**src/rtl/wb_uart_pkg.sv**
```systemverilog
// Shared definitions for the Wishbone UART receive path.
// Contents: FSM state codes, parity mode constants, status bit offsets in the read word.
package wb_uart_pkg;

    localparam int unsigned STATE_W = 3;

    localparam logic [STATE_W-1:0] ST_IDLE   = 3'd0;
    localparam logic [STATE_W-1:0] ST_START  = 3'd1;
    localparam logic [STATE_W-1:0] ST_DATA   = 3'd2;
    localparam logic [STATE_W-1:0] ST_PARITY = 3'd3;
    localparam logic [STATE_W-1:0] ST_STOP   = 3'd4;
    localparam logic [STATE_W-1:0] ST_BREAK  = 3'd5;

    localparam int unsigned PARITY_NONE = 0;
    localparam int unsigned PARITY_ODD  = 1;
    localparam int unsigned PARITY_EVEN = 2;

    // Status bit positions above the character in the read word
    localparam int unsigned PARITY_ERR_OFS = 0;
    localparam int unsigned FRAME_ERR_OFS  = 1;
    localparam int unsigned OVERRUN_OFS    = 2;
    localparam int unsigned VALID_OFS      = 3;

endpackage

```
**src/rtl/wb_uart_rx_fifo_if.sv**
```systemverilog
// Wishbone read-only data port bundle for the UART receiver.
// Signals: wb_stb_i (read strobe), wb_ack_o (one-cycle ack), wb_dat_o (status + character).
// Modports: slave (peripheral side), master (bus side).
interface wb_uart_rx_fifo_if #(
    parameter int unsigned DW = 12
);
    logic          wb_stb_i;
    logic          wb_ack_o;
    logic [DW-1:0] wb_dat_o;

    modport slave  (input  wb_stb_i, output wb_ack_o, output wb_dat_o);
    modport master (output wb_stb_i, input  wb_ack_o, input  wb_dat_o);
endinterface

```
**src/rtl/wb_fifo_sync.sv**
```systemverilog
// Generic synchronous FIFO; a push while full is accepted only if a pop frees a slot the same cycle.
// Ports: clk, rst (async, active-high), push, pop, wdata, rdata_c (head), full_c, empty_c.
module wb_fifo_sync #(
    parameter int unsigned WIDTH = 8,
    parameter int unsigned DEPTH = 4
) (
    input  logic             clk,
    input  logic             rst,
    input  logic             push,
    input  logic             pop,
    input  logic [WIDTH-1:0] wdata,
    output logic [WIDTH-1:0] rdata_c,
    output logic             full_c,
    output logic             empty_c
);
    localparam int unsigned AW = $clog2(DEPTH);

    logic [WIDTH-1:0] mem [DEPTH];
    logic [AW-1:0]    wr_ptr;
    logic [AW-1:0]    rd_ptr;
    logic [AW:0]      count;
    logic             do_pop;
    logic             do_push;

    assign empty_c = (count == '0);
    assign full_c  = (count == (AW+1)'(DEPTH));
    assign rdata_c = mem[rd_ptr];
    assign do_pop  = pop && !empty_c;
    assign do_push = push && (!full_c || do_pop);

    // Pointer and occupancy tracking
    always_ff @(posedge clk or posedge rst) begin
        if (rst) begin
            wr_ptr <= '0;
            rd_ptr <= '0;
            count  <= '0;
        end else begin
            if (do_push) wr_ptr <= wr_ptr + AW'(1);
            if (do_pop)  rd_ptr <= rd_ptr + AW'(1);
            if (do_push && !do_pop)      count <= count + (AW+1)'(1);
            else if (do_pop && !do_push) count <= count - (AW+1)'(1);
        end
    end

    // Storage array, no reset needed
    always_ff @(posedge clk) begin
        if (do_push) mem[wr_ptr] <= wdata;
    end

endmodule

```
**src/rtl/wb_uart_rx_fifo.sv**
```systemverilog
// Parametrised UART receiver with receive FIFO, Wishbone read port and level interrupt.
// Ports: wb_clk_i, wb_rst_i (async, active-high), wb (slave modport: stb/ack/dat),
//        int_uart_rx (FIFO non-empty), uart_rx (async serial line, idle high).
// Optional: UART_RX_MAJORITY_EN enables 2-of-3 majority sampling around each bit centre.
module wb_uart_rx_fifo
    import wb_uart_pkg::*;
#(
    parameter int unsigned TICKS_PER_BAUD = 8,
    parameter int unsigned DATA_BITS      = 8,
    parameter int unsigned PARITY         = 0,
    parameter int unsigned FIFO_DEPTH     = 4
) (
    input  logic                  wb_clk_i,
    input  logic                  wb_rst_i,
    wb_uart_rx_fifo_if.slave      wb,
    output logic                  int_uart_rx,
    input  logic                  uart_rx
);
    localparam int unsigned CW = $clog2(TICKS_PER_BAUD);
    localparam int unsigned BW = $clog2(DATA_BITS);
    localparam int unsigned EW = DATA_BITS + 2;
    localparam int unsigned DW = DATA_BITS + 4;
    localparam logic [CW-1:0] BAUD_LAST = CW'(TICKS_PER_BAUD - 1);
`ifdef UART_RX_MAJORITY_EN
    localparam logic [CW-1:0] SAMPLE_PT = CW'(TICKS_PER_BAUD/2 + 1);
`else
    localparam logic [CW-1:0] SAMPLE_PT = CW'(TICKS_PER_BAUD/2);
`endif

    logic                 rx_meta, rx_s, rx_bit;
    logic [STATE_W-1:0]   state_q, state_d;
    logic [CW-1:0]        cnt_q, cnt_d;
    logic [BW-1:0]        idx_q, idx_d;
    logic [DATA_BITS-1:0] shift_q, shift_d;
    logic                 perr_q, perr_d;
    logic                 push, sample, wrap;
    logic [EW-1:0]        head;
    logic                 full, empty, rd_req, pop, ovr_q;
    logic                 ack_q;
    logic [DW-1:0]        dat_q;

    // Two-flop synchroniser, preset to the idle level
    always_ff @(posedge wb_clk_i or posedge wb_rst_i) begin
        if (wb_rst_i) begin
            rx_meta <= 1'b1;
            rx_s    <= 1'b1;
        end else begin
            rx_meta <= uart_rx;
            rx_s    <= rx_meta;
        end
    end

`ifdef UART_RX_MAJORITY_EN
    // Capture the two samples preceding the decision tick; the third is live rx_s
    logic [1:0] vote_q;
    always_ff @(posedge wb_clk_i or posedge wb_rst_i) begin
        if (wb_rst_i) begin
            vote_q <= 2'b11;
        end else begin
            if (cnt_q == CW'(TICKS_PER_BAUD/2 - 1)) vote_q[0] <= rx_s;
            if (cnt_q == CW'(TICKS_PER_BAUD/2))     vote_q[1] <= rx_s;
        end
    end
    assign rx_bit = (vote_q[0] & vote_q[1]) | (vote_q[0] & rx_s) | (vote_q[1] & rx_s);
`else
    assign rx_bit = rx_s;
`endif

    // Receiver state register
    always_ff @(posedge wb_clk_i or posedge wb_rst_i) begin
        if (wb_rst_i) begin
            state_q <= ST_IDLE;
            cnt_q   <= '0;
            idx_q   <= '0;
            shift_q <= '0;
            perr_q  <= 1'b0;
        end else begin
            state_q <= state_d;
            cnt_q   <= cnt_d;
            idx_q   <= idx_d;
            shift_q <= shift_d;
            perr_q  <= perr_d;
        end
    end

    // Next-state and push decode
    always_comb begin
        state_d = state_q;
        cnt_d   = cnt_q;
        idx_d   = idx_q;
        shift_d = shift_q;
        perr_d  = perr_q;
        push    = 1'b0;
        sample  = (cnt_q == SAMPLE_PT);
        wrap    = (cnt_q == BAUD_LAST);
        if (state_q != ST_IDLE && state_q != ST_BREAK)
            cnt_d = wrap ? '0 : cnt_q + CW'(1);
        case (state_q)
            ST_IDLE: begin
                if (!rx_s) begin
                    state_d = ST_START;
                    cnt_d   = CW'(1);   // detection cycle already elapsed
                    perr_d  = 1'b0;
                end
            end
            ST_START: begin
                if (sample && rx_bit) begin
                    state_d = ST_IDLE;
                end else if (wrap) begin
                    state_d = ST_DATA;
                    idx_d   = '0;
                end
            end
            ST_DATA: begin
                if (sample) shift_d = {rx_bit, shift_q[DATA_BITS-1:1]};
                if (wrap) begin
                    if (idx_q == BW'(DATA_BITS - 1))
                        state_d = (PARITY != PARITY_NONE) ? ST_PARITY : ST_STOP;
                    else
                        idx_d = idx_q + BW'(1);
                end
            end
            ST_PARITY: begin
                if (sample) perr_d = ((^shift_q) ^ rx_bit) != (PARITY == PARITY_ODD);
                if (wrap)   state_d = ST_STOP;
            end
            ST_STOP: begin
                // Leave at mid-stop so a back-to-back start edge is not missed
                if (sample) begin
                    push    = 1'b1;
                    state_d = rx_bit ? ST_IDLE : ST_BREAK;
                end
            end
            ST_BREAK: begin
                if (rx_s) state_d = ST_IDLE;
            end
            default: state_d = ST_IDLE;
        endcase
    end

    assign rd_req = wb.wb_stb_i && !ack_q;
    assign pop    = rd_req && !empty;

    wb_fifo_sync #(
        .WIDTH (EW),
        .DEPTH (FIFO_DEPTH)
    ) u_fifo (
        .clk     (wb_clk_i),
        .rst     (wb_rst_i),
        .push    (push),
        .pop     (pop),
        .wdata   ({!rx_bit, perr_q, shift_q}),
        .rdata_c (head),
        .full_c  (full),
        .empty_c (empty)
    );

    // Bus response, sticky overrun (set beats clear) and interrupt
    always_ff @(posedge wb_clk_i or posedge wb_rst_i) begin
        if (wb_rst_i) begin
            ack_q       <= 1'b0;
            dat_q       <= '0;
            ovr_q       <= 1'b0;
            int_uart_rx <= 1'b0;
        end else begin
            ack_q <= rd_req;
            if (rd_req) dat_q <= {!empty, ovr_q, empty ? {EW{1'b0}} : head};
            if (push && full && !pop) ovr_q <= 1'b1;
            else if (rd_req)          ovr_q <= 1'b0;
            int_uart_rx <= !empty;
        end
    end

    assign wb.wb_ack_o = ack_q;
    assign wb.wb_dat_o = dat_q;

endmodule
```
**src/flat_wrapper.sv**
```systemverilog
// flat-port wrapper written by rule: the top's interface ports become plain ports
module wb_uart_rx_fifo_flat import wb_uart_pkg::*;
#(
    parameter int unsigned TICKS_PER_BAUD = 8,
    parameter int unsigned DATA_BITS      = 8,
    parameter int unsigned PARITY         = 0,
    parameter int unsigned FIFO_DEPTH     = 4
)
  (wb_clk_i, wb_rst_i, int_uart_rx, uart_rx, wb_wb_stb_i, wb_wb_ack_o, wb_wb_dat_o);
  wb_uart_rx_fifo_if wb_i ();
  input  logic wb_clk_i;
  input  logic wb_rst_i;
  output logic int_uart_rx;
  input  logic uart_rx;
  input wire logic [$bits(wb_i.wb_stb_i)-1:0] wb_wb_stb_i;
  output wire logic [$bits(wb_i.wb_ack_o)-1:0] wb_wb_ack_o;
  output wire logic [$bits(wb_i.wb_dat_o)-1:0] wb_wb_dat_o;
  assign wb_i.wb_stb_i = wb_wb_stb_i;
  assign wb_wb_ack_o = wb_i.wb_ack_o;
  assign wb_wb_dat_o = wb_i.wb_dat_o;
  wb_uart_rx_fifo #(.TICKS_PER_BAUD(TICKS_PER_BAUD), .DATA_BITS(DATA_BITS), .PARITY(PARITY), .FIFO_DEPTH(FIFO_DEPTH)) u_core (.wb_clk_i(wb_clk_i), .wb_rst_i(wb_rst_i), .wb(wb_i), .int_uart_rx(int_uart_rx), .uart_rx(uart_rx));
endmodule
```
**config.mk**
```make
export PLATFORM = sky130hd
export DESIGN_NAME = wb_uart_rx_fifo_flat
export DESIGN_NICKNAME = d
export VERILOG_FILES = /design/src/rtl/wb_uart_pkg.sv /design/src/rtl/wb_uart_rx_fifo_if.sv /design/src/rtl/wb_fifo_sync.sv /design/src/rtl/wb_uart_rx_fifo.sv /design/src/flat_wrapper.sv
export SDC_FILE = /design/constraint.sdc
export NUM_CORES = 1
export LEC_CHECK = 0
export ABC_CLOCK_PERIOD_IN_PS = 2470
export BUFFER_PORTS_ARGS = -buffer_cell sky130_fd_sc_hd__buf_2
export CAP_MARGIN = 20
export CORE_MARGIN = 10
export CORE_UTILIZATION = 25
export DETAILED_ROUTE_END_ITERATION = 8
export GPL_ROUTABILITY_DRIVEN = 0
export PLACE_DENSITY = 0.43
export SETUP_SLACK_MARGIN = 0.4
export SLEW_MARGIN = 20
export SYNTH_ARGS = -nofsm -noshare
export SYNTH_HDL_FRONTEND = slang
export SYNTH_SLANG_ARGS = --single-unit
```
**constraint.sdc**
```tcl
create_clock -name wb_clk_i -period 2.47 [get_ports wb_clk_i]
set_clock_uncertainty 0.1 [all_clocks]
set_input_delay 0.1235 -clock wb_clk_i [delete_from_list [all_inputs] [get_ports wb_clk_i]]
set_output_delay 0.1235 -clock wb_clk_i [all_outputs]
set_load 0.05 [all_outputs]
```
# After elaboration in Yosys (flattened, before gate mapping)
# Memory sizes are Yosys's and may differ from the RTL's.
# Cells that the tools add are included.
[classes] n_addsub=6 mul=0 div_mod_pow=0 n_lt_le_gt_ge=0 n_eq_ne=21 n_shift=0 muxes=31 bitwise=1 n_reduce_logical=30
[ops] cell="two-way mux 3 bit" count=19
[ops] cell="== test 3 bit (second input constant)" count=6
[ops] cell="one-hot mux 3 bit (6 select lines)" count=1
[ops] cell="!= test 2 x 1 -> 1 bit (second input constant)" count=7
[ops] cell="logical AND 1 bit" count=10
[ops] cell="two-way mux 10 bit" count=1
[ops] cell="adder 3 x 1 -> 3 bit (second input constant)" count=3
[ops] cell="two-way mux 1 bit" count=8
[ops] cell="nonzero test 2 bit" count=4
[ops] cell="parity 8 bit" count=1
[ops] cell="zero test 1 bit" count=7
[ops] cell="AND reduction 7 bit" count=1
[ops] cell="== test 3 x 2 -> 1 bit (second input constant)" count=2
[ops] cell="zero test 3 bit" count=2
[ops] cell="!= test 2 bit (second input constant)" count=3
[ops] cell="one-hot mux 3 bit (2 select lines)" count=1
[ops] cell="AND reduction 5 bit" count=1
[ops] cell="adder 2 x 1 -> 2 bit (second input constant)" count=2
[ops] cell="== test 3 x 1 -> 1 bit (second input constant)" count=1
[ops] cell="!= test 3 x 1 -> 1 bit (second input constant)" count=1
[ops] cell="!= test 3 bit (second input constant)" count=1
[ops] cell="AND reduction 3 bit" count=1
[ops] cell="nonzero test 3 bit" count=1
[ops] cell="subtractor 3 x 1 -> 3 bit (second input constant)" count=1
[ops] cell="4 further kinds" count=4
[word_totals] regBits=42 latch_bits=0 ram_bits=40 romBits=0 in_bits=4 output_inout_bits=14 word_cells=104 mem_count=1
[memory_table] name="u_core.u_fifo.mem" words=4 width=10 rd=1 rd_ports_with_merged_regs=0 wr=1 line="wb_fifo_sync.sv:18" rtl="logic [WIDTH-1:0] mem [DEPTH];"

# Logic depth before layout (Yosys ltp)
# Gate-level depths: netlist (run 1).
[logic_depth] word_depth=10 ltp_mapped=12 mapped_depth_nobuf=11

# Hierarchy
# A second synthesis (run 1) with hierarchy kept.
[unflattened] cells_unflattened=244 area_unflattened_um2=3608.5
[modules_own_cells] mod="wb_fifo_sync" instances=1 cells_per_inst=88 area_each_um2=1903.1
[modules_own_cells] mod="wb_uart_rx_fifo" instances=1 cells_per_inst=156 area_each_um2=1705.4

# Worst setup path after synthesis (run 1)
# OpenSTA, ideal clock, no wires.
[synth_timing] path_type="register -> register" start="register u_core.ack_q, in the netlist u_core.wb.wb_ack_o" end="register u_core.u_fifo.count[1]" setup_ns=0.125 arrival_ns=2.266 required_ns=2.245 slack_ns=-0.020 path_stages_with_launch=10 path_buffers=1 period_less_slack_ns=2.490 path_cell_list="dfrtp_1 nand2b_1 inv_1 and2_1 buf_2 inv_1 ha_1 inv_1 fa_1 mux2_2"
[synth_between] elab_chain_cells=9 word_cells_on_any_way=12 classes_between="mux: 1; reduce/logical: 11"
[synth_rtl] element="from (decl)" line="wb_uart_rx_fifo.sv:39" rtl="logic ack_q;"
[synth_rtl] element="from (signal assigned)" line="wb_uart_rx_fifo.sv:166" rtl="ack_q <= rd_req;"
[synth_rtl] element="zero test 1 bit (*)" line="wb_uart_rx_fifo.sv:141" rtl="assign rd_req = wb.wb_stb_i && !ack_q;"
[synth_rtl] element="logical AND 1 bit (*)" line="wb_uart_rx_fifo.sv:141"
[synth_rtl] element="net u_core.rd_req" line="wb_uart_rx_fifo.sv:38" rtl="logic full, empty, rd_req, pop, ovr_q;"
[synth_rtl] element="logical AND 1 bit (*)" line="wb_uart_rx_fifo.sv:142" rtl="assign pop = rd_req && !empty;"
[synth_rtl] element="logical AND 1 bit (*)" line="wb_fifo_sync.sv:28" rtl="assign do_pop = pop && !empty_c;"
[synth_rtl] element="logical OR 1 bit" line="wb_fifo_sync.sv:29" rtl="assign do_push = push && (!full_c || do_pop);"
[synth_rtl] element="logical AND 1 bit" line="wb_fifo_sync.sv:29"
[synth_rtl] element="zero test 1 bit" line="wb_fifo_sync.sv:41" rtl="else if (do_pop && !do_push) count <= count - (AW+1)'(1);"
[synth_rtl] element="logical AND 1 bit" line="wb_fifo_sync.sv:41"
[synth_rtl] element="nonzero test 2 bit (no line)"
[synth_rtl] element="to (signal assigned)" line="wb_fifo_sync.sv:40" rtl="if (do_push && !do_pop) count <= count + (AW+1)'(1);"
[synth_rtl] element="to (signal assigned)" line="wb_fifo_sync.sv:41"
[synth_rtl] element="to (decl)" line="wb_fifo_sync.sv:21" rtl="logic [AW:0] count;"
# The timed path passes the listed nets; every way through them passes the cells marked *.
# A chain may end at the register's enable or synchronous reset.

# Worst setup path in the final report (run 1)
[layout_timing] start="register u_core.cnt_q[1]" end="register u_core.u_fifo.count[2]"
[layout_between] elab_chain_cells=7 word_cells_on_any_way=9 classes_between="eq/ne: 1; mux: 3; reduce/logical: 5"
[layout_rtl] element="from (decl)" line="wb_uart_rx_fifo.sv:32" rtl="logic [CW-1:0] cnt_q, cnt_d;"
[layout_rtl] element="from (signal assigned)" line="wb_uart_rx_fifo.sv:79" rtl="cnt_q <= cnt_d;"
[layout_rtl] element="== test 3 bit (*)" line="wb_uart_rx_fifo.sv:94" rtl="sample = (cnt_q == SAMPLE_PT);"
[layout_rtl] element="two-way mux 1 bit (*)" line="wb_uart_rx_fifo.sv:129" rtl="if (sample) begin"
[layout_rtl] element="two-way mux 1 bit (*)" line="wb_uart_rx_fifo.sv:98" rtl="case (state_q)"
[layout_rtl] element="logical AND 1 bit (*)" line="wb_fifo_sync.sv:29"
[layout_rtl] element="zero test 1 bit" line="wb_fifo_sync.sv:41"
[layout_rtl] element="logical AND 1 bit" line="wb_fifo_sync.sv:41"
[layout_rtl] element="nonzero test 2 bit (no line)"
# Mark *: on every way between the ends. The rest lies on a longest branch, timed or not.

==> impl_summary.md, run 1 <==
Setup path
The slowest stage of the critical path is the dfrtp_1 cell. In this run the critical register-to-register path is launched from u_core.cnt_q[1]. The sort of element at the start of the critical path is a flop. The worst endpoint required time is 2620 ps.

The worst setup path startpoint is u_core.cnt_q[1]. The start-to-end type of the worst setup path is reg -> reg. Together, buffers and inverters on the worst path number 2. The cell family contributing the most delay on the critical path is adder cells. The category of the worst setup path capture point is a flop. The largest stage delay on the critical path is 390 ps. The maximum fanout encountered on the critical timing path is 3. Walking the worst path, the cells encountered are inv_2, ha_4, nand2_4, nor2_4, and3_4, ha_4, inv_2, fa_2, xor2_1, nor2_1, xor2_1.

The data arrival time of the critical path is 2220 ps.

Die
The die is 138 microns wide. The area inside the core boundary is 13,800 sq um. The die area is 19,100 sq um. The total number of placement rows is 43. In this run the count of I/O pins placed on the die edge is 18. Measured along the y axis, the die boundary spans 138 microns.

For this configuration, the core starts out at a cell density of 0.254.

GRT
The global-route total usage across every layer is 0.0695. The number of global-route vias before repair was 1,988. The first-pass GRT wire length is 10.6 mm. For this run the aggregate overflow at the end of global routing stands at 0. The number of antenna violations at the first check in global routing came to 0. Entering global routing, the biggest net connects 27 pins.

STA
The final-report hold violation count is 0. Of the available clock period, the critical path in the final layout requires 0.838. Setup violations remaining at the end of the flow were counted as 0. Timing would allow up to 483 MHz. Setup repair after global routing could not meet its margin everywhere. The worst max-slew margin expressed relative to the limit is 0.625.

The total negative slack is 0 ps. The smallest clock period supported by the final layout is computed as 2070 ps. The post-layout worst setup margin is 400 ps.

At the pin with the least slew margin, the transition time is 562 ps. The final number of max-transition violations was 0.

Synthesis
In the synthesized netlist the async set-or-reset flop fraction comes to 0.512. The number of nets produced by synthesis is 239. Counting flops with a built-in enable in the synthesized netlist gives 40.

Synthesis produced a netlist whose cell count is 224. The total standard cell area after synthesis is 3490 sq um. The mean instance size in the synthesized netlist is 15.6 sq um. Sorting the synthesized cells by area gives the leading types as edfxtp_1, dfrtp_1, mux4_2, ha_1, mux2_2. By count the netlist is led by dfrtp_1, edfxtp_1, a22o_1, inv_1, mux2_2. The share of synthesized area occupied by flip-flops and latches is 0.645.

The number of warnings issued by yosys is 0. The distinct cell type count of the synthesized netlist is 45. In the synthesized netlist the dominant register cell turns out to be edfxtp_1. The share of synthesized area in the top cell type comes to 0.344. The total of flip-flops plus latches after synthesis is 82. The cell type with the highest aggregate area in the netlist is edfxtp_1.

Flow run
The tool flagged a number of max-cap violations equal to 0.

Routing
The detailed-router iteration count before antenna repair is 4. The count of nets left with antenna violations once routing finished came out at 0. Dividing the detail-routed wire length by the instance count gives 14.3 microns. After detailed routing, the number of remaining DRC violations is 0. Wires add up to 6.47 mm. After the first detailed-routing iteration, the DRC count stood at 111.

After detailed routing, the number of vias per cell comes to 4.20. Detailed routing inserted a total of 1,900 vias.

Power
The power density normalized to cell area is 1130 nW/um^2. The worst-case IR drop observed on VDD is 0.339 mV. Overall power consumption after layout is estimated at 0.00492 W. The standby leakage power is 1.77 nW.

CTS
The clock input transition at the sequential cells of the worst setup and hold paths is 60 ps. The root cell of the clock tree is clkbuf_16. In this run, CTS created clock tree buffers numbering 9. The total number of clock tree sinks is 82. For the worst-skew pair, the clock arrives at the later sink with an insertion delay of 340 ps.

The buffer levels on the longest clock path is 2. The clock tree from TritonCTS is done. The deepest level of the CTS H-tree is 3.

Final layout
The signed area change from the synthesized netlist to the final layout is 24.0%. The count of filler cells inserted in the layout is 1,388. After the last flow step, the layout net total stands at 282. The number of cells in the finished layout apart from fillers is 452. The number of diodes is 0. The share of cells above drive strength 1 is 0.357.

Hold path
The class of the tightest hold or removal check is in -> reg. In this run the most critical hold path is launched from wb_wb_stb_i.

Place
The number of buffer cells added on primary ports is 17. The placed wire-length estimate after detailed placement is 4.29 mm. The count of placed standard cells including taps is 422. The worst setup timing slack at the placement stage is 226 ps.

Run status
The run finished with clean final reports.
tightest hold or removal path, cell delays in order:
cell and delay [ps]:
buf_2 100, nand2b_4 120, inv_2 100
power by group:
part           internal (W)  leakage, nW  switching [W]  total [W]
Sequential          0.00167        0.874       0.000192    0.00186
Clock              0.000885        0.150       0.000512    0.00140
Combinational      0.000736        0.741       0.000920    0.00166
registers in the layout, summed over array words and instances, names as in the netlist:
name	cells
u_core.wb.wb_dat_o	12
u_core.u_fifo.mem	40
u_core.u_fifo.count	3
u_core.idx_q	3
u_core.wb.wb_ack_o	1
u_core.rx_bit	1
u_core.state_q	3
u_core.ovr_q	1
u_core.rx_meta	1
u_core.perr_q	1
u_core.u_fifo.rd_ptr	2
u_core.int_uart_rx	1
u_core.shift_q	8
u_core.cnt_q	3
u_core.u_fifo.wr_ptr	2
per-layer routing:
layer,global-route usage,vias to the layer above,part of all wire
li1,-,916,-
met1,0.0866,948,0.47
met2,0.105,25,0.48
met5,0,-,0
met4,0.0416,0,0.023
met3,0.0188,11,0.031
kinds of logic after synthesis:
logic type / count (synthesis) / synth area share
compound gates: 32 / 0.0741
xor+xnor: 13 / 0.0365
fa+ha+maj: 11 / 0.0415
buf+inv: 22 / 0.0287
flops: 82 / 0.645
mux: 24 / 0.111
simple gates: 40 / 0.0623
worst paths after layout:
check / depth (start not counted) / slack (ps) / to
max in group asynchronous: 4 / 1280 / u_core.rx_meta
hold reg to reg: 0 / 260 / u_core.rx_bit
setup reg to reg: 11 / 400 / u_core.u_fifo.count[2]
hold / removal: 3 / 70 / u_core.wb.wb_ack_o
min in group asynchronous: 3 / 290 / u_core.state_q[2]
setup / recovery: 11 / 400 / u_core.u_fifo.count[2]
area by class of cell:
| class | count | area, sq um | area share |
|---|---|---|---|
| inverters | 12 | 47.5 | 0.0110 |
| clock inverters | 5 | 81.3 | 0.0188 |
| repair buffers | 42 | 278 | 0.0641 |
| well taps | 180 | 225 | 0.0520 |
| multi-input cells | 120 | 1210 | 0.280 |
| flip-flops and latches | 82 | 2260 | 0.521 |
| clock buffers | 11 | 233 | 0.0537 |
layout by cell type, fill, tap and decap left out, types with 3 or more instances in the layout:
cell type  netlist  final
nand2b_1         4      3
nand3_1          3      3
mux2_2          11     10
xnor2_1          7      7
a21oi_1          3      3
inv_2            0      5
o21ai_0          3      3
nor2_1           7      6
a22o_1          12     12
edfxtp_1        40     40
buf_2            5     17
inv_1           12      6
ha_1            10      8
buf_4            1     23
dfrtp_1         40     39
nand2_1          9      8
mux4_2          10     10
and2_1           6      5
clkbuf_16        0      9
mux2_4           2      3
xor2_1           5      5
repair_timing:
item                                   CTS  global route
setup endpoints to repair               29            18
hold buffers                             2             0
endpoints found under the hold margin   26             0
resized for setup                        8             2
buffers inserted                         9             3
pin swaps                                3             4
stage by stage:
step / instance area (sq um) / hold slack (ps) / util
floorplan: 3540 / 28.0 / -
global placement: 3860 / 111 / 0.280
detailed placement: 3860 / 117 / 0.280
CTS: 4290 / 63.8 / 0.312
global route: 4330 / 81.6 / 0.314
finish: 4330 / 65.0 / 0.314
Note: power is estimated with default switching activity, not from simulation.
==> inputs of run 2 (changes only) <==
--- a/config.mk
+++ b/config.mk
@@ -5,14 +5,14 @@
 export SDC_FILE = /design/constraint.sdc
 export NUM_CORES = 1
 export LEC_CHECK = 0
-export ABC_CLOCK_PERIOD_IN_PS = 2470
+export ABC_CLOCK_PERIOD_IN_PS = 2080
 export BUFFER_PORTS_ARGS = -buffer_cell sky130_fd_sc_hd__buf_2
 export CAP_MARGIN = 20
 export CORE_MARGIN = 10
 export CORE_UTILIZATION = 25
 export DETAILED_ROUTE_END_ITERATION = 8
 export GPL_ROUTABILITY_DRIVEN = 0
-export PLACE_DENSITY = 0.43
+export PLACE_DENSITY = 0.41
 export SETUP_SLACK_MARGIN = 0.4
 export SLEW_MARGIN = 20
 export SYNTH_ARGS = -nofsm -noshare
==> constraint.sdc (replaced) <==
create_clock -name wb_clk_i -period 2.08 [get_ports wb_clk_i]
set_clock_uncertainty 0.1 [all_clocks]
set_input_delay 0.104 -clock wb_clk_i [delete_from_list [all_inputs] [get_ports wb_clk_i]]
set_output_delay 0.104 -clock wb_clk_i [all_outputs]
set_load 0.05 [all_outputs]
==> impl_summary.md, run 2 (synthesis results as in run 1) <==
Setup path
STA classifies the critical path startpoint as a flop. The startpoint of the worst register-to-register path is u_core.u_fifo.count[1]. The buffers plus inverters on the worst setup path is 2. The data arrival time of the critical path is 2200 ps. Of all nets on the critical path, the largest fanout is 2. The worst endpoint required time is 2230 ps. The start-to-end type of the worst setup path is reg -> reg. The most critical setup path has its startpoint at u_core.u_fifo.count[1]. The signal on the critical path passes through or3_4, and2_4, inv_4, ha_4, inv_2, fa_2, xor2_1, nor2_1, xor2_1. The cell seen most often among critical-path stages is xor2_1. The category of cells accounting for the largest share of critical-path delay is simple AND/OR/NAND/NOR gates.

The worst setup path is captured at a flop. The largest single stage delay on the critical path is 390 ps. The cell with the largest stage delay on the worst path is or3_4.

STA
Based on the critical path, the design can be clocked at up to 488 MHz. Setup violations remaining at the end of the flow were counted as 0. The worst path in the final design needs a cycle of 2050 ps, including I/O delays and setup.

The worst hold slack is 43.4 ps. Setup repair after global routing could not meet its margin everywhere. The ratio of final minimum period to clock period is 0.986.

Setup total negative slack on the finished layout was measured at 0 ps. At the pin with the least slew margin, the transition time is 542 ps. The final number of max-transition violations was 0.

Measured against its own limit, the worst slew margin works out to 0.638. The final-report hold violation count is 0.

GRT
The number of global-route vias before repair is 2,197. The number of antenna violations at the first check in global routing is 0. The global-route total usage across every layer is 0.0771. After global routing the overflow that remains totals 0. For met1 alone, demand over resource in global routing was 0.0978. The global routing stage identified its most utilized layer as met2. The largest net degree at the start of global routing is 43.

For met3 alone, demand over resource in global routing was 0.0154. The first-pass GRT wire length is 11.9 mm. In the global route stage, met2 resource usage came out at 0.121.

Die
The floorplan step defined a die boundary enclosing 19,100 sq um. The die is 138 microns wide. The floorplan step defined a core boundary enclosing 13,800 sq um.

The starting density of the core is 0.254. The floorplan has 43 rows. The number of ports placed on the die boundary is 18.

The die extent in y is 138 microns.

Routing
For this run, the detailed router's first-pass iteration total came to 4. Dividing the detail-routed wire length by the instance count gives 15.2 microns. The routed design has 7.15 mm of wire.

Dividing the detail-routed via count by the number of cells gives 4.30. The DRC marker count from the first detailed-route iteration is 75. The number of nets with antenna violations after detailed routing is 0. The total number of vias is 2,031. The detailed-route DRC error count is 0.

Final layout
The register with the most flip-flops in the layout has 40 of them. The number of cells in the finished layout apart from fillers is 472. The layout has 1,355 filler cells.

The finished cells cover 4700 sq um. At the end of the flow, the number of nets in the layout was 304. The library cells used most frequently in the layout, excluding fill and tap cells, are edfxtp_1, dfrtp_1, buf_4, buf_2, buf_6. In the final layout, the share of cells above drive strength 1 is 0.476. From synthesis to final layout, the design area changed by 34.7%.

The largest register by flop count is u_core.u_fifo.mem. The most common library cell in the layout ignoring fill and taps is edfxtp_1. The repair_antennas step left the layout with diodes totalling 0.

CTS
TritonCTS built the clock tree. The clock tree synthesis step divided the H-tree into 3 levels. The clock input transition at the sequential cells of the worst setup and hold paths is 60 ps. TritonCTS created 9 clock buffers.

CTS placed an instance of clkbuf_16 at the clock tree root. The clock drives 82 sinks. The buffer levels on the longest clock path is 2. The insertion delay to the later sink of the worst-skew pair is 330 ps.

Run status
The run finished with clean final reports.

Power
The switching fraction of total power is 0.333. In this run the power spent charging and discharging nets is 0.00207 W. The share of total power dissipated in sequential elements is 0.356.

The share of total power dissipated in the clock network is 0.266. The share of total power dissipated in combinational logic is 0.378. The cell-internal power is 0.00414 W. The standby leakage power is 1.91 nW. The largest voltage drop on the vdd net is 0.430 mV. After layout, the design draws a total of 0.00621 W. Power spread over the standard cell area amounts to 1320 nW/um^2.

Place
The number of placed instances, taps included, is 433. Once detailed placement completed, the half-perimeter wirelength came to 4.35 mm. The number of buffer cells added on primary ports is 17. Summing all placed instances gives a cell area of 3980 sq um.

Hold path
The start point of the worst min-delay path is wb_wb_stb_i. The path class of the tightest hold or removal check is in -> reg.

Flow run
The tool flagged a number of max-cap violations equal to 0.
run 2: cell types whose count changed in the layout (fill, tap and decap cells not counted), sizes merged:
cell | previous run | this run
buf | 40 | 57
clkbuf | 11 | 9
dlygate4sd3 | 2 | 3
and2 | 6 | 10
run 2: final timing paths:
kind                                           to  slack, ps  cells after the start
hold / removal             u_core.wb.wb_dat_o[10]         40                      5
max in group asynchronous       u_core.shift_q[2]       1110                      4
hold reg to reg                     u_core.rx_bit        260                      0
setup / recovery           u_core.u_fifo.count[2]         30                      9
min in group asynchronous       u_core.state_q[0]        360                      4
setup reg to reg           u_core.u_fifo.count[2]         30                      9
run 2: area by class of cell:
| class | instances | area [sq um] | area share |
|---|---|---|---|
| Timing Repair Buffer | 60 | 475 | 0.101 |
| Clock inverter | 5 | 81.3 | 0.0173 |
| Multi-Input combinational cell | 124 | 1390 | 0.296 |
| Inverter | 12 | 47.5 | 0.0101 |
| Sequential cell | 82 | 2260 | 0.480 |
| Tap cell | 180 | 225 | 0.0479 |
| Clock buffer | 9 | 225 | 0.0479 |
run 2: repair_timing:
| action | 4_1_cts | 5_1_grt |
|---|---|---|
| pin swaps | 12 | 6 |
| endpoints found under the setup margin | 56 | 60 |
| gates cloned | 4 | 0 |
| hold endpoints to repair | 43 | 0 |
| gates resized for setup | 22 | 41 |
| buffers inserted | 16 | 2 |
| hold buffers | 3 | 0 |
run 2: layer usage:
metal	part of all wire	wire length (microns)	up-vias
li1	-	-	965
met5	0	0	-
met1	0.48	3420	1032
met3	0.029	205	7
met2	0.48	3410	27
met4	0.017	125	0
run 2: metrics by stage:
stage,setup WS (ps),util
after global placement,4.88,0.289
after detailed placement,-60.5,0.289
after global routing,-99.1,0.342
after floorplan,-91.4,-
after CTS,27.6,0.330
final,28.9,0.342
run 2: worst reg2reg max path: stages (launching register included):
cell and delay (ps):
dfrtp_1 380, or3_4 390, and2_4 160, inv_4 60
ha_4 130, inv_2 30, fa_2 320, xor2_1 140
nor2_1 110, xor2_1 150
run 2: power by group through the flow:
stage	registers [W]	clock network, W	logic (W)
2_1_floorplan	0.00259	0	0.00112
4_1_cts	0.00220	0.00169	0.00221
3_5_place_dp	0.00223	0	0.00201
3_3_place_gp	0.00222	0	0.00201
6_report	0.00221	0.00165	0.00235
5_1_grt	0.00225	0.00176	0.00256
